===== src/rtl/riscv_trace_buffer.sv =====
// Circular writeback trace buffer with PC trigger and registered index/field readout.
// Define RISCV_TRACE_TIMESTAMP_EN to store a 16-bit cycle timestamp with each record.
module riscv_trace_buffer #(
    parameter int PC_W      = 9,
    parameter int DATA_W    = 32,
    parameter int DEPTH     = 16,
    parameter int POST_TRIG = 8,
    localparam int AW       = $clog2(DEPTH),
    localparam int CW       = AW + 1
) (
    input  logic              clk,
    input  logic              reset,
    input  logic              enable_half,
    input  logic [PC_W-1:0]   pc_in,
    input  logic              reg_write_sig,
    input  logic [4:0]        reg_num,
    input  logic [DATA_W-1:0] reg_data,
    input  logic              arm,
    input  logic              trig_en,
    input  logic [PC_W-1:0]   trig_pc,
    input  logic [AW-1:0]     rd_idx,
    input  logic [1:0]        rd_sel,
    output logic [DATA_W-1:0] rd_data,
    output logic [1:0]        state,
    output logic [CW-1:0]     count,
    output logic              triggered
);

    typedef enum logic [1:0] {
        IDLE  = 2'd0,
        ARMED = 2'd1,
        POST  = 2'd2,
        DONE  = 2'd3
    } state_t;

    state_t            state_q, state_n;
    logic [AW-1:0]     wr_ptr_q, wr_ptr_n;
    logic [CW-1:0]     count_q, count_n;
    logic [AW-1:0]     post_q, post_n;
    logic              trig_q, trig_n;
    logic              capture;

    logic [PC_W-1:0]   pc_mem   [DEPTH];
    logic [5:0]        wr_mem   [DEPTH];
    logic [DATA_W-1:0] data_mem [DEPTH];

    logic [AW-1:0]     rd_addr;
    logic              rd_valid;
    logic [DATA_W-1:0] rd_field;

    assign state     = state_q;
    assign count     = count_q;
    assign triggered = trig_q;

    // arm takes priority over any sample in the same cycle
    assign capture = enable_half && !arm && (state_q == ARMED || state_q == POST);

    always_ff @(posedge clk) begin
        if (!reset) begin
            state_q  <= IDLE;
            wr_ptr_q <= '0;
            count_q  <= '0;
            post_q   <= '0;
            trig_q   <= 1'b0;
        end else begin
            state_q  <= state_n;
            wr_ptr_q <= wr_ptr_n;
            count_q  <= count_n;
            post_q   <= post_n;
            trig_q   <= trig_n;
        end
    end

    always_comb begin
        state_n  = state_q;
        wr_ptr_n = wr_ptr_q;
        count_n  = count_q;
        post_n   = post_q;
        trig_n   = trig_q;
        if (arm) begin
            state_n  = ARMED;
            wr_ptr_n = '0;
            count_n  = '0;
            post_n   = '0;
            trig_n   = 1'b0;
        end else if (capture) begin
            wr_ptr_n = wr_ptr_q + AW'(1);
            if (count_q != CW'(DEPTH))
                count_n = count_q + CW'(1);
            case (state_q)
                ARMED: begin
                    if (trig_en && pc_in == trig_pc) begin
                        trig_n  = 1'b1;
                        post_n  = AW'(POST_TRIG);
                        state_n = (POST_TRIG == 0) ? DONE : POST;
                    end
                end
                POST: begin
                    post_n = post_q - AW'(1);
                    if (post_q == AW'(1))
                        state_n = DONE;
                end
                default: ;
            endcase
        end
    end

    always_ff @(posedge clk) begin
        if (reset && capture) begin
            pc_mem[wr_ptr_q]   <= pc_in;
            wr_mem[wr_ptr_q]   <= {reg_write_sig, reg_num};
            data_mem[wr_ptr_q] <= reg_data;
        end
    end

`ifdef RISCV_TRACE_TIMESTAMP_EN
    logic [15:0] ts_q;
    logic [15:0] ts_mem [DEPTH];

    always_ff @(posedge clk) begin
        if (!reset)
            ts_q <= '0;
        else
            ts_q <= ts_q + 16'd1;
    end

    always_ff @(posedge clk) begin
        if (reset && capture)
            ts_mem[wr_ptr_q] <= ts_q;
    end
`endif

    // once the buffer has wrapped, the oldest record sits at the write pointer
    assign rd_addr  = (count_q == CW'(DEPTH)) ? (wr_ptr_q + rd_idx) : rd_idx;
    assign rd_valid = {1'b0, rd_idx} < count_q;

    always_comb begin
        rd_field = '0;
        case (rd_sel)
            2'd0: rd_field = DATA_W'(pc_mem[rd_addr]);
            2'd1: rd_field = DATA_W'(wr_mem[rd_addr]);
            2'd2: rd_field = data_mem[rd_addr];
            default: begin
`ifdef RISCV_TRACE_TIMESTAMP_EN
                rd_field = DATA_W'(ts_mem[rd_addr]);
`else
                rd_field = '0;
`endif
            end
        endcase
    end

    always_ff @(posedge clk) begin
        if (!reset)
            rd_data <= '0;
        else
            rd_data <= rd_valid ? rd_field : '0;
    end

endmodule


===== config.mk =====
export PLATFORM = sky130hd
export DESIGN_NAME = riscv_trace_buffer
export DESIGN_NICKNAME = d
export VERILOG_FILES = /design/src/rtl/riscv_trace_buffer.sv
export SDC_FILE = /design/constraint.sdc
export NUM_CORES = 1
export LEC_CHECK = 0
export CORE_MARGIN = 2
export CORE_UTILIZATION = 48
export CTS_CLUSTER_SIZE = 30
export DETAILED_ROUTE_END_ITERATION = 8
export HOLD_SLACK_MARGIN = 0.12
export SETUP_SLACK_MARGIN = 0.02
export SYNTH_ARGS = -nofsm -noshare
export SYNTH_HDL_FRONTEND = slang
export SYNTH_SLANG_ARGS = --single-unit
export TNS_END_PERCENT = 1

===== constraint.sdc =====
create_clock -name clk -period 8.6 [get_ports clk]
set_input_delay 2.58 -clock clk [delete_from_list [all_inputs] [get_ports clk]]
set_output_delay 2.58 -clock clk [all_outputs]
set_load 0.1 [all_outputs]

# Yosys cells after proc, flatten, opt, wreduce, memory -nomap -nowiden
# Memories as Yosys holds them, arrays and structs flattened.
# Index checks and enable logic that the tools add are counted.
[word_totals]
in_bits = 67
output_inout_bits = 40
ramBits = 752
n_memories = 3
wordCells = 56
ff_bits = 48
[memory_table]
columns = ["name", "depth", "word_bits", "read_ports", "rd_clocked_by_memory_dff", "wr", "line_no", "rtl"]
rows = [
  ["data_mem", 16, 32, 1, 0, 1, "45", "logic [DATA_W-1:0] data_mem [DEPTH];"],
  ["pc_mem", 16, 9, 1, 0, 1, "43", "logic [PC_W-1:0] pc_mem [DEPTH];"],
  ["wr_mem", 16, 6, 1, 0, 1, "44", "logic [5:0] wr_mem [DEPTH];"],
]
[classes]
eq_ne = 12
order_cmp = 1
n_addsub = 4
n_mux = 11
reduce_logical = 17
bitwise_logic = 1
[ops]
columns = ["op", "n"]
rows = [
  ["32-bit one-hot mux with 3 select lines", 1],
  ["9-bit == test", 1],
  ["4-bit 2-to-1 mux", 2],
  ["4-bit one-hot mux with 2 select lines", 1],
  ["4-bit AND reduction", 2],
  ["3-bit by 2-bit != test with 1-bit output (second input constant)", 2],
  ["3-bit AND reduction", 2],
  ["5-bit by 1-bit adder with 5-bit output (second input constant)", 1],
  ["5-bit == test (second input constant)", 1],
  ["4-bit by 5-bit less-than comparator with 1-bit output", 1],
  ["5-bit != test (second input constant)", 1],
  ["4-bit by 1-bit adder with 4-bit output (second input constant)", 1],
  ["4-bit adder", 1],
  ["2-bit by 1-bit == test with 1-bit output (second input constant)", 2],
  ["2-bit == test (second input constant)", 2],
  ["4-bit by 1-bit == test with 1-bit output (second input constant)", 1],
  ["1-bit logical AND", 4],
  ["1-bit 2-to-1 mux", 4],
  ["2-bit 2-to-1 mux", 2],
  ["2-bit by 1-bit != test with 1-bit output (second input constant)", 2],
  ["2-bit one-hot mux with 2 select lines", 1],
  ["2-bit AND reduction", 2],
  ["2-bit nonzero test", 2],
  ["4-bit by 1-bit subtractor with 4-bit output (second input constant)", 1],
  ["6 further kinds", 6],
]

# Logic depth before layout (Yosys ltp)
[depth]
word_depth = 6
mapped_depth = 14
mapped_depth_nobuf = 10

# Worst setup path before layout
# No wires, ideal clock.
[synth_timing]
path_type = "in2reg"
from = "input port arm"
to = "memory data_mem[0][0] (enable)"
setup_time_ps = 510
path_slack_ps = 1700
n_path_buf = 1
required_ps = 8090
arrival_time_ps = 6390
path_stages = 5
path_cell_list = "nand2b_1 > clkbuf_1 > nor2_1 > nand2_1 > nor3_1"
[synth_via]
elab_chain_cells = 6
[synth_lines]
columns = ["item", "line_no", "rtl"]
rows = [
  ["from (decl)", "18", "input logic arm,"],
  ["1-bit zero test", "56", "assign capture = enable_half && !arm && (state_q == ARMED || state_q == POST);"],
  ["1-bit logical AND (2 in a row)", "56", ""],
  ["1-bit logical AND", "109", "if (reset && capture) begin"],
  ["1-bit 2-to-1 mux", "109", ""],
  ["1-bit 2-to-1 mux (implied by the code)", "112", "data_mem[wr_ptr_q] <= reg_data;"],
  ["to (decl)", "45", ""],
]
# No other way between the ends.

# Worst setup path after layout
[layout_timing]
from = "input port rd_idx[0]"
to = "register rd_data[12]"
[layout_via]
elab_chain_cells = 4
word_cells_on_any_way = 6
[layout_lines]
columns = ["item", "line_no", "rtl"]
rows = [
  ["from (decl)", "21", "input logic [AW-1:0] rd_idx,"],
  ["4-bit adder", "134", "assign rd_addr = (count_q == CW'(DEPTH)) ? (wr_ptr_q + rd_idx) : rd_idx;"],
  ["4-bit 2-to-1 mux", "134", ""],
  ["memory read 16 x 32 bit", "-", ""],
  ["32-bit one-hot mux with 3 select lines", "139", "case (rd_sel)"],
  ["to (signal assigned)", "157", "rd_data <= rd_valid ? rd_field : '0;"],
  ["to (decl)", "23", "output logic [DATA_W-1:0] rd_data,"],
]
# Several ways; a longest one is shown, not always the timed one.
# A chain may end at the register's enable or synchronous reset.

==> results.sh <==
export IMPL_r2r_start="count[0]"
export IMPL_startpoint="rd_idx[0]"
export IMPL_yosys_warnings=0
export IMPL_r2r_end="rd_data[7]"
export IMPL_cp_num_buf_inv=3
export IMPL_drv_slew=0
export IMPL_rrSetupSlack_ps=4630
export IMPL_crit_slowest_cell="mux2i_4"
export IMPL_cts_sinks=800
export IMPL_crit_required_ps=9150
export IMPL_crit_fanout=30
export IMPL_via_per_inst=5.81
export IMPL_gp_congestion=0.760
export IMPL_hold_depth=2
export IMPL_initial_core_util_pct=48.8
export IMPL_cts_resized=0
export IMPL_chipWidth_um=260
export IMPL_syn_area_per_cell_um2=13.8
export IMPL_layout_drive_gt1_share_pct=8.83
export IMPL_synthArstFlopShare_pct=0
export IMPL_worstRegToRegCells=11
export IMPL_period_needed_ps=5880
export IMPL_drt_initial_drc_count=1871
export IMPL_synthesis_nets=2363
export IMPL_whs_ps=458
export IMPL_fp_coreArea_mm2=0.0647
export IMPL_syn_cell_area_mm2=0.0315
export IMPL_worst_ir_drop_vdd_v=0.000159
export IMPL_startpoint_type="input port"
export IMPL_worstHoldStart="triggered"
export IMPL_max_slew_margin_pct=11.4
export IMPL_power_density_mw_per_mm2=230
export IMPL_synth_ff_type="edfxtp_1"
export IMPL_rsz0062_at_grt="no"
export IMPL_hold_viol=0
export IMPL_synth_yosys_seq_area_share_pct=74.6
export IMPL_syn_instance_count=2279
export IMPL_status="complete, no violations"
export IMPL_cp_top_family="buffers and inverters"
export IMPL_cp_cell_sequence="clkdlybuf4s50_1 > ha_1 > fa_1 > mux2i_4 > buf_4 > buf_4 > nand2_1 > and3_1 > a311oi_1 > a311oi_1 > nor3_1"
export IMPL_wire_per_inst_um=23.9
export IMPL_cts_tree="done"
export IMPL_final_common_cell="edfxtp_1"
export IMPL_drc=0
export IMPL_slowest_delay_ps=870
export IMPL_ant_nets=0
export IMPL_cts_made_buffers=83
export IMPL_cts_root_buf="clkbuf_16"
export IMPL_synth_seq_cells=800
export IMPL_drt_wl_total_um=78700
export IMPL_fill_cells=5208
export IMPL_rows=93
export IMPL_setup_tns_ps=0
export IMPL_tightestPinTransition_ps=1330
export IMPL_grt_util_all_layers_pct=23.3
export IMPL_dieArea_mm2=0.0678
export IMPL_synth_edf_count=752
export IMPL_min_path_type="flip-flop to flip-flop"
export IMPL_gr_total_overflow=0
export IMPL_ios=107
export IMPL_syn_to_final_growth_pct=15.4
export IMPL_cap_violations=0
export IMPL_synthDistinctLibCells=58
export IMPL_end_kind="flip-flop"
export IMPL_grt_pass1_vias=19000
export IMPL_drt_pre_antenna_iters=5
export IMPL_antenna_found_initial=4
export IMPL_mostFrequentLayoutCells="edfxtp_1, nand2_1, nand3_1"
export IMPL_fmax_ghz=0.170
export IMPL_nNetsFinal=2448
export IMPL_num_vias=19100
export IMPL_holdBufCountCts=0
export IMPL_cts_max_level=3
export IMPL_skew_ps=15.1
export IMPL_grt_max_degree=113
export IMPL_leakage_nw=12.3
export IMPL_setup_viol=0
export IMPL_critical_path_class="input port to flip-flop"
export IMPL_dp_hpwl_um=39800
export IMPL_finalCritPeriodShare_pct=68.4
export IMPL_cts_setup_buffers=0
export IMPL_fp_dieH_um=260
export IMPL_grt_first_pass_wirelength_um=117000
export IMPL_worst_endpoint_arrival_ps=6430
export IMPL_cts_buffer_depth=3
export IMPL_hold_path_end="triggered"
export IMPL_portBuffers=106
export IMPL_clk_pin_slew_worst_paths_ps=60
export IMPL_clock_latency_ps=630
## metal layers
| metal | vias up | routed length [um] | track usage, % | part of all wire (%) |
|---|---|---|---|---|
| li1 | 8675 | - | - | - |
| met4 | 0 | 1900 | 6.40 | 2.4 |
| met1 | 9697 | 33800 | 31.9 | 43 |
| met2 | 641 | 38600 | 39.1 | 49 |
| met5 | - | 0 | 0 | 0 |
| met3 | 126 | 4510 | 3.58 | 5.7 |
## per-stage QoR
stage | std cells | utilization, % | instance area (um2) | power (W) | setup WS [ps]
6_report | 3294 | 56.2 | 36400 | 0.00836 | 2720
5_1_grt | 3291 | 56.2 | 36400 | 0.00859 | 2460
4_1_cts | 3290 | 56.2 | 36400 | 0.00841 | 2710
3_3_place_gp | 3134 | 51.8 | 33500 | 0.00476 | 2140
2_1_floorplan | 2279 | - | 31500 | 0.00460 | 1700
3_5_place_dp | 3134 | 51.8 | 33500 | 0.00477 | 2060
## cells by family (layout without fill, tap and decap cells)
family | Yosys count | in the layout | synth area share [%]
buffers and inverters | 162 | 318 | 2.51
multiplexers | 40 | 40 | 2.15
other | 0 | 4 | 0
adder cells (fa/ha/maj) | 17 | 17 | 0.698
flip-flops | 800 | 800 | 74.6
XOR/XNOR | 20 | 20 | 0.579
AND/OR/NAND/NOR | 1007 | 1007 | 13.7
AO/OA/AOI/OAI | 233 | 233 | 5.76
## cell type report
cell class	instances	area (um2)	area share, %
Sequential cell	800	23500	64.7
Tap cell	855	1070	2.94
Timing Repair Buffer	147	1490	4.11
Inverter	15	56.3	0.155
Multi-Input combinational cell	1317	7380	20.3
Clock buffer	119	2390	6.57
Antenna cell	4	10.0	0.0275
Clock inverter	37	440	1.21
## worst max-delay path by stage
| stage | endpoint | depth (start not counted) | slack, ps |
|---|---|---|---|
| finish | rd_data[12] | 11 | 2720 |
| global route | rd_data[12] | 11 | 2460 |
| CTS | rd_data[12] | 11 | 2710 |
| detailed placement | rd_data[12] | 11 | 2060 |
| global placement | rd_data[14] | 11 | 2140 |
| floorplan | data_mem[0][0] | 5 | 1700 |
## worst min-delay path, delay by kind of cell, from the launching register on
kind | cells | cell delay [ps]
AOI/OAI and AO/OA | 1 | 50
buffers and inverters | 1 | 50
DFF | 1 | 310
## cells in the mapped netlist (all sizes together) (4+ instances only)
library cell / count / share of area (%)
dfxtp: 48 / 3.0
o21ai: 6 / 0.095
clkbuf: 52 / 0.62
a22oi: 5 / 0.12
a32o: 4 / 0.13
a311oi: 125 / 3.5
nor2: 39 / 0.47
a221oi: 4 / 0.11
edfxtp: 752 / 72
mux4: 19 / 1.4
inv: 15 / 0.18
a31oi: 23 / 0.46
xor2: 5 / 0.16
buf: 95 / 1.7
xnor2: 15 / 0.42
mux2i: 18 / 0.62
nand2b: 6 / 0.12
and3: 79 / 1.6
nor3: 33 / 0.52
a22o: 4 / 0.11
nand4: 6 / 0.12
ha: 16 / 0.63
a21oi: 35 / 0.56
a32oi: 10 / 0.28
nand3: 174 / 2.8
nand2: 660 / 7.9
## state kept, by name, indices dropped and copies added (netlist names)
register / count
count: 5
triggered: 1
wr_ptr_q: 4
pc_mem: 144
state: 2
rd_data: 32
data_mem: 512
wr_mem: 96
post_q: 4
## power breakdown
group | internal, W | total [W] | switching (W) | leakage (nW)
logic | 0.000132 | 0.000417 | 0.000285 | 3.76
clock network | 0.00217 | 0.00367 | 0.00151 | 1.39
registers | 0.00426 | 0.00427 | 0.00000403 | 7.15
Power figures use the tool's default switching activity.
==> edit 1 (same flow settings) <==
`PC_W`: 9 -> 18.
--- a/src/rtl/riscv_trace_buffer.sv
+++ b/src/rtl/riscv_trace_buffer.sv
@@ -1,7 +1,7 @@
 // Circular writeback trace buffer with PC trigger and registered index/field readout.
 // Define RISCV_TRACE_TIMESTAMP_EN to store a 16-bit cycle timestamp with each record.
 module riscv_trace_buffer #(
-    parameter int PC_W      = 9,
+    parameter int PC_W      = 18,
     parameter int DATA_W    = 32,
     parameter int DEPTH     = 16,
     parameter int POST_TRIG = 8,
Ports: changed (resized pc_in and trig_pc); port bits go from 107 to 125. The function was not compared with the original's and may differ.
==> edit 1 against the unedited design <==
Sequential cell count up 144; area after synthesis up 15%; die area up 15%; total power up 15%; core utilization up 0.058 points; critical path depth down 2; design area up 16%; global-route usage down 1.4 points; via count down 5.3%; setup slack worse by 0.097 ns; wire length up 7.2%; first-iteration DRC count down 12%; critical path type unchanged; largest power group unchanged.
==> edit 1: results (changes against the unedited design) <==
[run_status]
run_status = finished clean

[grt]
grt_usage = 0.2190  ; -0.01429
grt_start_max_net_pins = 112  ; -0.88%
antenna_found_initial = 7  ; +3
grt_pass1_vias = 18730  ; -1.2%
grt_first_pass_wirelength_um = 123800  ; +5.5%

[critical_path]
max_stage_delay_ns = 0.83  ; -0.04 ns
cp_slowest_cell = mux2_8
regToRegEndpoint = rd_data[11]
r2r_cells = 9  ; -2
critPathTopFamily = multiplexers
crit_fanout = 111  ; +270%
crit_arrival_ns = 6.48  ; +0.05 ns
regToRegSetupSlack_ns = 4.30  ; -0.33 ns

[place]
dpl_worst_slack_ns = 1.911  ; -0.1515 ns
portBuffers = 124  ; +17%
gp_congestion = 0.7422  ; -2.4%
dp_hpwl_um = 44420  ; +12%
placed_cells = 2929  ; -6.5%

[route]
wl_met2_um = 42180  ; +9.4%
vias_per_cell = 5.832  ; +0.37%
drt-met1-wl_um = 35550  ; +5.3%
via_count = 18130  ; -5.3%
highest_layer = met5
drt_iter0_drc = 1647  ; -12%
wl_met3_um = 4669  ; +3.5%

[clocking]
insertion_delay_ns = 0.65  ; +0.02 ns
cts_buffers = 95  ; +14%

[power_and_ir_drop]
worst_ir_drop_vdd_mv = 0.1637  ; +3.2%
p_leak_uw = 0.01359  ; +11%

[sta]
maxSlewHeadroom = 0.2084  ; +0.09468
hold_ws_ns = 0.4724  ; +0.01455 ns
clock_skew_ns = 0.01526  ; +0.0001356 ns

[finish]
post_route_cells_drive_above_1_share = 0.1918  ; +0.1035
fill_cells = 5609  ; +7.7%
top_regs = data_mem: 512 flops, pc_mem: 288 flops, wr_mem: 96 flops
nets = 2159  ; -12%

[logic_synthesis]
synth_area_leaders = edfxtp_1, mux4_2, dfxtp_1
synth.yosys.seq_area_share = 0.7667  ; +0.02033
synthTopCellsByCount = edfxtp_1, nand2_1, mux4_2
yosys.cell_types.count = 49  ; -16%
syn_area_per_cell_um2 = 19.32  ; +40%
synth_nets = 1983  ; -16%
synth_edf_count = 896  ; +19%

[edit 1: final cells by class]
type                    instances  area [µm²]  share of cell area
repair buffers                174        1654             0.03933
inverters                      15       56.30            0.001339
multi-input cells             827        8135              0.1935
clock inverters                49       526.8             0.01253
diodes                          1       2.502          0.00005951
well taps                     969        1212             0.02883
flip-flops and latches        944       27870              0.6627
clock buffers                 129        2597             0.06177
[edit 1: report_power, final]
part	switching, µW	internal, µW
Combinational	268	177
Sequential	5.34	5040
Clock	1700	2400
Total	1970	7610
[edit 1: how the worst max path moves through the flow]
stage | start | to | slack (ns)
after CTS | rd_idx[0] | rd_data[8] | 2.60
final | rd_idx[0] | rd_data[8] | 2.62
after global placement | rd_idx[0] | rd_data[8] | 1.91
after floorplan | arm | data_mem[0][0] | 1.07
after detailed placement | rd_idx[0] | rd_data[8] | 1.91
after global routing | rd_idx[0] | rd_data[8] | 2.46
[edit 1: logic make-up after synthesis]
family,share of synthesized area
xor gates and xnor gates,0.007195
muxes,0.1380
buffers and inverters,0.01449
and+or+nand+nor,0.04992
AOI/OAI and AO/OA,0.01763
adders and majority gates,0.006059
DFF,0.7667
[edit 1: per-stage QoR]
stage / cell area [µm²] / utilization
final: 42050 / 0.5630
after global routing: 42050 / 0.5629
after detailed placement: 38920 / 0.5211
after floorplan: 36350 / -
after CTS: 42050 / 0.5629
after global placement: 38920 / 0.5211
[edit 1: metal layers]
| layer | GRT usage | vias to the layer above |
|---|---|---|
| met3 | 0.04042 | 139 |
| li1 | - | 7913 |
| met4 | 0.05487 | 12 |
| met5 | 0 | - |
| met2 | 0.3713 | 510 |
| met1 | 0.2944 | 9552 |
==> edit 2 (config.mk and constraints unchanged) <==
Without the edit above. Compare `count_q` against `CW'(DEPTH)` with >= in place of ==.
--- a/src/rtl/riscv_trace_buffer.sv
+++ b/src/rtl/riscv_trace_buffer.sv
@@ -131,7 +131,7 @@
 `endif
 
     // once the buffer has wrapped, the oldest record sits at the write pointer
-    assign rd_addr  = (count_q == CW'(DEPTH)) ? (wr_ptr_q + rd_idx) : rd_idx;
+    assign rd_addr  = (count_q >= CW'(DEPTH)) ? (wr_ptr_q + rd_idx) : rd_idx;
     assign rd_valid = {1'b0, rd_idx} < count_q;
 
     always_comb begin
Check against the original RTL: no difference found for any inputs over 4 cycles, from zero or initial values and one cycle with reset low; that may be too few to reach the edited logic, so the function may still have changed.
==> edit 2 against the unedited design <==
Worst hold slack gained 0.015 ns; critical path type unchanged; critical endpoint is now rd_data[3]; sequential cell count unchanged; setup slack lost 0.095 ns; largest cell class unchanged; combinational power is 7.4% lower; register-to-register slack gained 0.10 ns; total power decreased by 4.2%; design area fell by 1.8%; area after synthesis down 1.7%; wire length decreased by 8.7%.
==> edit 2: results (changes against the unedited design) <==
[run_status]
run_status = finished clean

[route]
wl_um = 71920  ; -8.7%
drt-met1-wl_um = 31570  ; -6.5%
vias_per_cell = 5.871  ; +1.0%
highest_layer = met5
drt_iter0_drc = 1373  ; -27%
wl_met2_um = 34280  ; -11%
wl_met3_um = 4662  ; +3.3%

[critical_path]
crit_arrival_ns = 6.45  ; +0.02 ns
regToRegEndpoint = rd_data[19]
regToRegSetupSlack_ns = 4.73  ; +0.10 ns
reg2reg_from = count[4]
cp_slowest_cell = a21oi_4
max_stage_delay_ns = 0.81  ; -0.06 ns
crit_fanout = 49  ; +63%
r2r_cells = 7  ; -4

[logic_synthesis]
synth.yosys.seq_area_share = 0.7590  ; +0.01258
synth_nets = 1748  ; -26%
synthTopCellsByCount = edfxtp_1, nand2_1, mux4_2
synth_area_leaders = edfxtp_1, mux4_2, dfxtp_1
yosys.cell_types.count = 57  ; -1.7%
synth_warnings = 0  ; unchanged

[grt]
grt_start_max_net_pins = 121  ; +7.1%
grt_pass1_vias = 16300  ; -14%
use_met3 = 0.04069  ; +0.004849
grt_util_met2 = 0.3464  ; -0.04433
antenna_found_initial = 5  ; +1
grt_usage = 0.2182  ; -0.01505
grt_first_pass_wirelength_um = 106200  ; -9.5%

[finish]
nets = 1891  ; -23%
post_route_cells_drive_above_1_share = 0.1711  ; +0.08281
nonClkBufAreaFrac = 0.04026  ; -0.0008000
nClkBuffers = 123  ; +3.4%
nonClockBufferCount = 148  ; +0.68%
diodes = 2  ; -2
nMultiInputCombCells = 757  ; -43%
multi_input_area_um2 = 7086  ; -4.0%
fill_cells = 4861  ; -6.7%
clock_area_frac = 0.07072  ; -0.007138
seq_area_frac = 0.6587  ; +0.01167
nNonClkInverters = 19  ; +4

[sta]
maxSlewHeadroom = 0.2172  ; +0.1035
clock_skew_ns = 0.01456  ; -0.0005641 ns

[place]
dp_hpwl_um = 37340  ; -6.1%
place_area_um2 = 33210  ; -1.0%
gp_congestion = 0.7683  ; +1.1%

[clocking]
clk_pin_slew_ns = 0.06  ; about the same
cts_buffers = 81  ; -2.4%

[power_and_ir_drop]
worst_ir_drop_vdd_mv = 0.1489  ; -6.1%
p_leak_uw = 0.01140  ; -7.3%

-- edit 2: cell count changes after synthesis, sizes merged, moves of 32 or more --
| cell | change |
|---|---|
| nand2 | -455 |
| mux4 | +123 |
| nand3 | -112 |
| a311oi | -102 |
| and3 | -65 |
| a211oi | +51 |
| buf | -32 |
-- edit 2: cells by family after synthesis --
kind of cell               count (synthesis)  synth area share
DFF                                      800            0.7590
and+or+nand+nor                          385           0.05574
muxes                                    191            0.1192
AOI/OAI and AO/OA                        144           0.03590
buffers and inverters                    107           0.01751
xor gates and xnor gates                  20          0.005647
adders and majority gates                 17          0.007099
-- edit 2: stage by stage --
step                      utilization  cells  setup slack, ns  power (µW)  hold WS (ns)
final                          0.5574   2733            2.625        8008        0.4727
after global routing           0.5574   2732            2.434        8253        0.5189
after CTS                      0.5574   2731            2.620        8073        0.4747
after detailed placement       0.5179   2579            1.970        4739        0.4677
after global placement         0.5179   2579            1.995        4734        0.4386
after floorplan                     -   1664            1.700        4584        0.5274
-- edit 2: report_power, final --
| part | total (µW) | switching, µW | internal, µW |
|---|---|---|---|
| Sequential | 4270 | 4.43 | 4260 |
| Clock | 3350 | 1430 | 1920 |
| Combinational | 386 | 237 | 149 |
| Total | 8010 | 1670 | 6330 |
-- edit 2: worst max-delay path by stage --
stage | from | end | slack, ns | depth (start not counted)
after CTS | rd_idx[0] | rd_data[3] | 2.62 | 11
after global placement | rd_idx[0] | rd_data[3] | 1.99 | 11
final | rd_idx[0] | rd_data[3] | 2.62 | 11
after detailed placement | rd_idx[0] | rd_data[3] | 1.97 | 11
after global routing | rd_idx[0] | rd_data[3] | 2.43 | 11
after floorplan | arm | data_mem[0][0] | 1.70 | 5
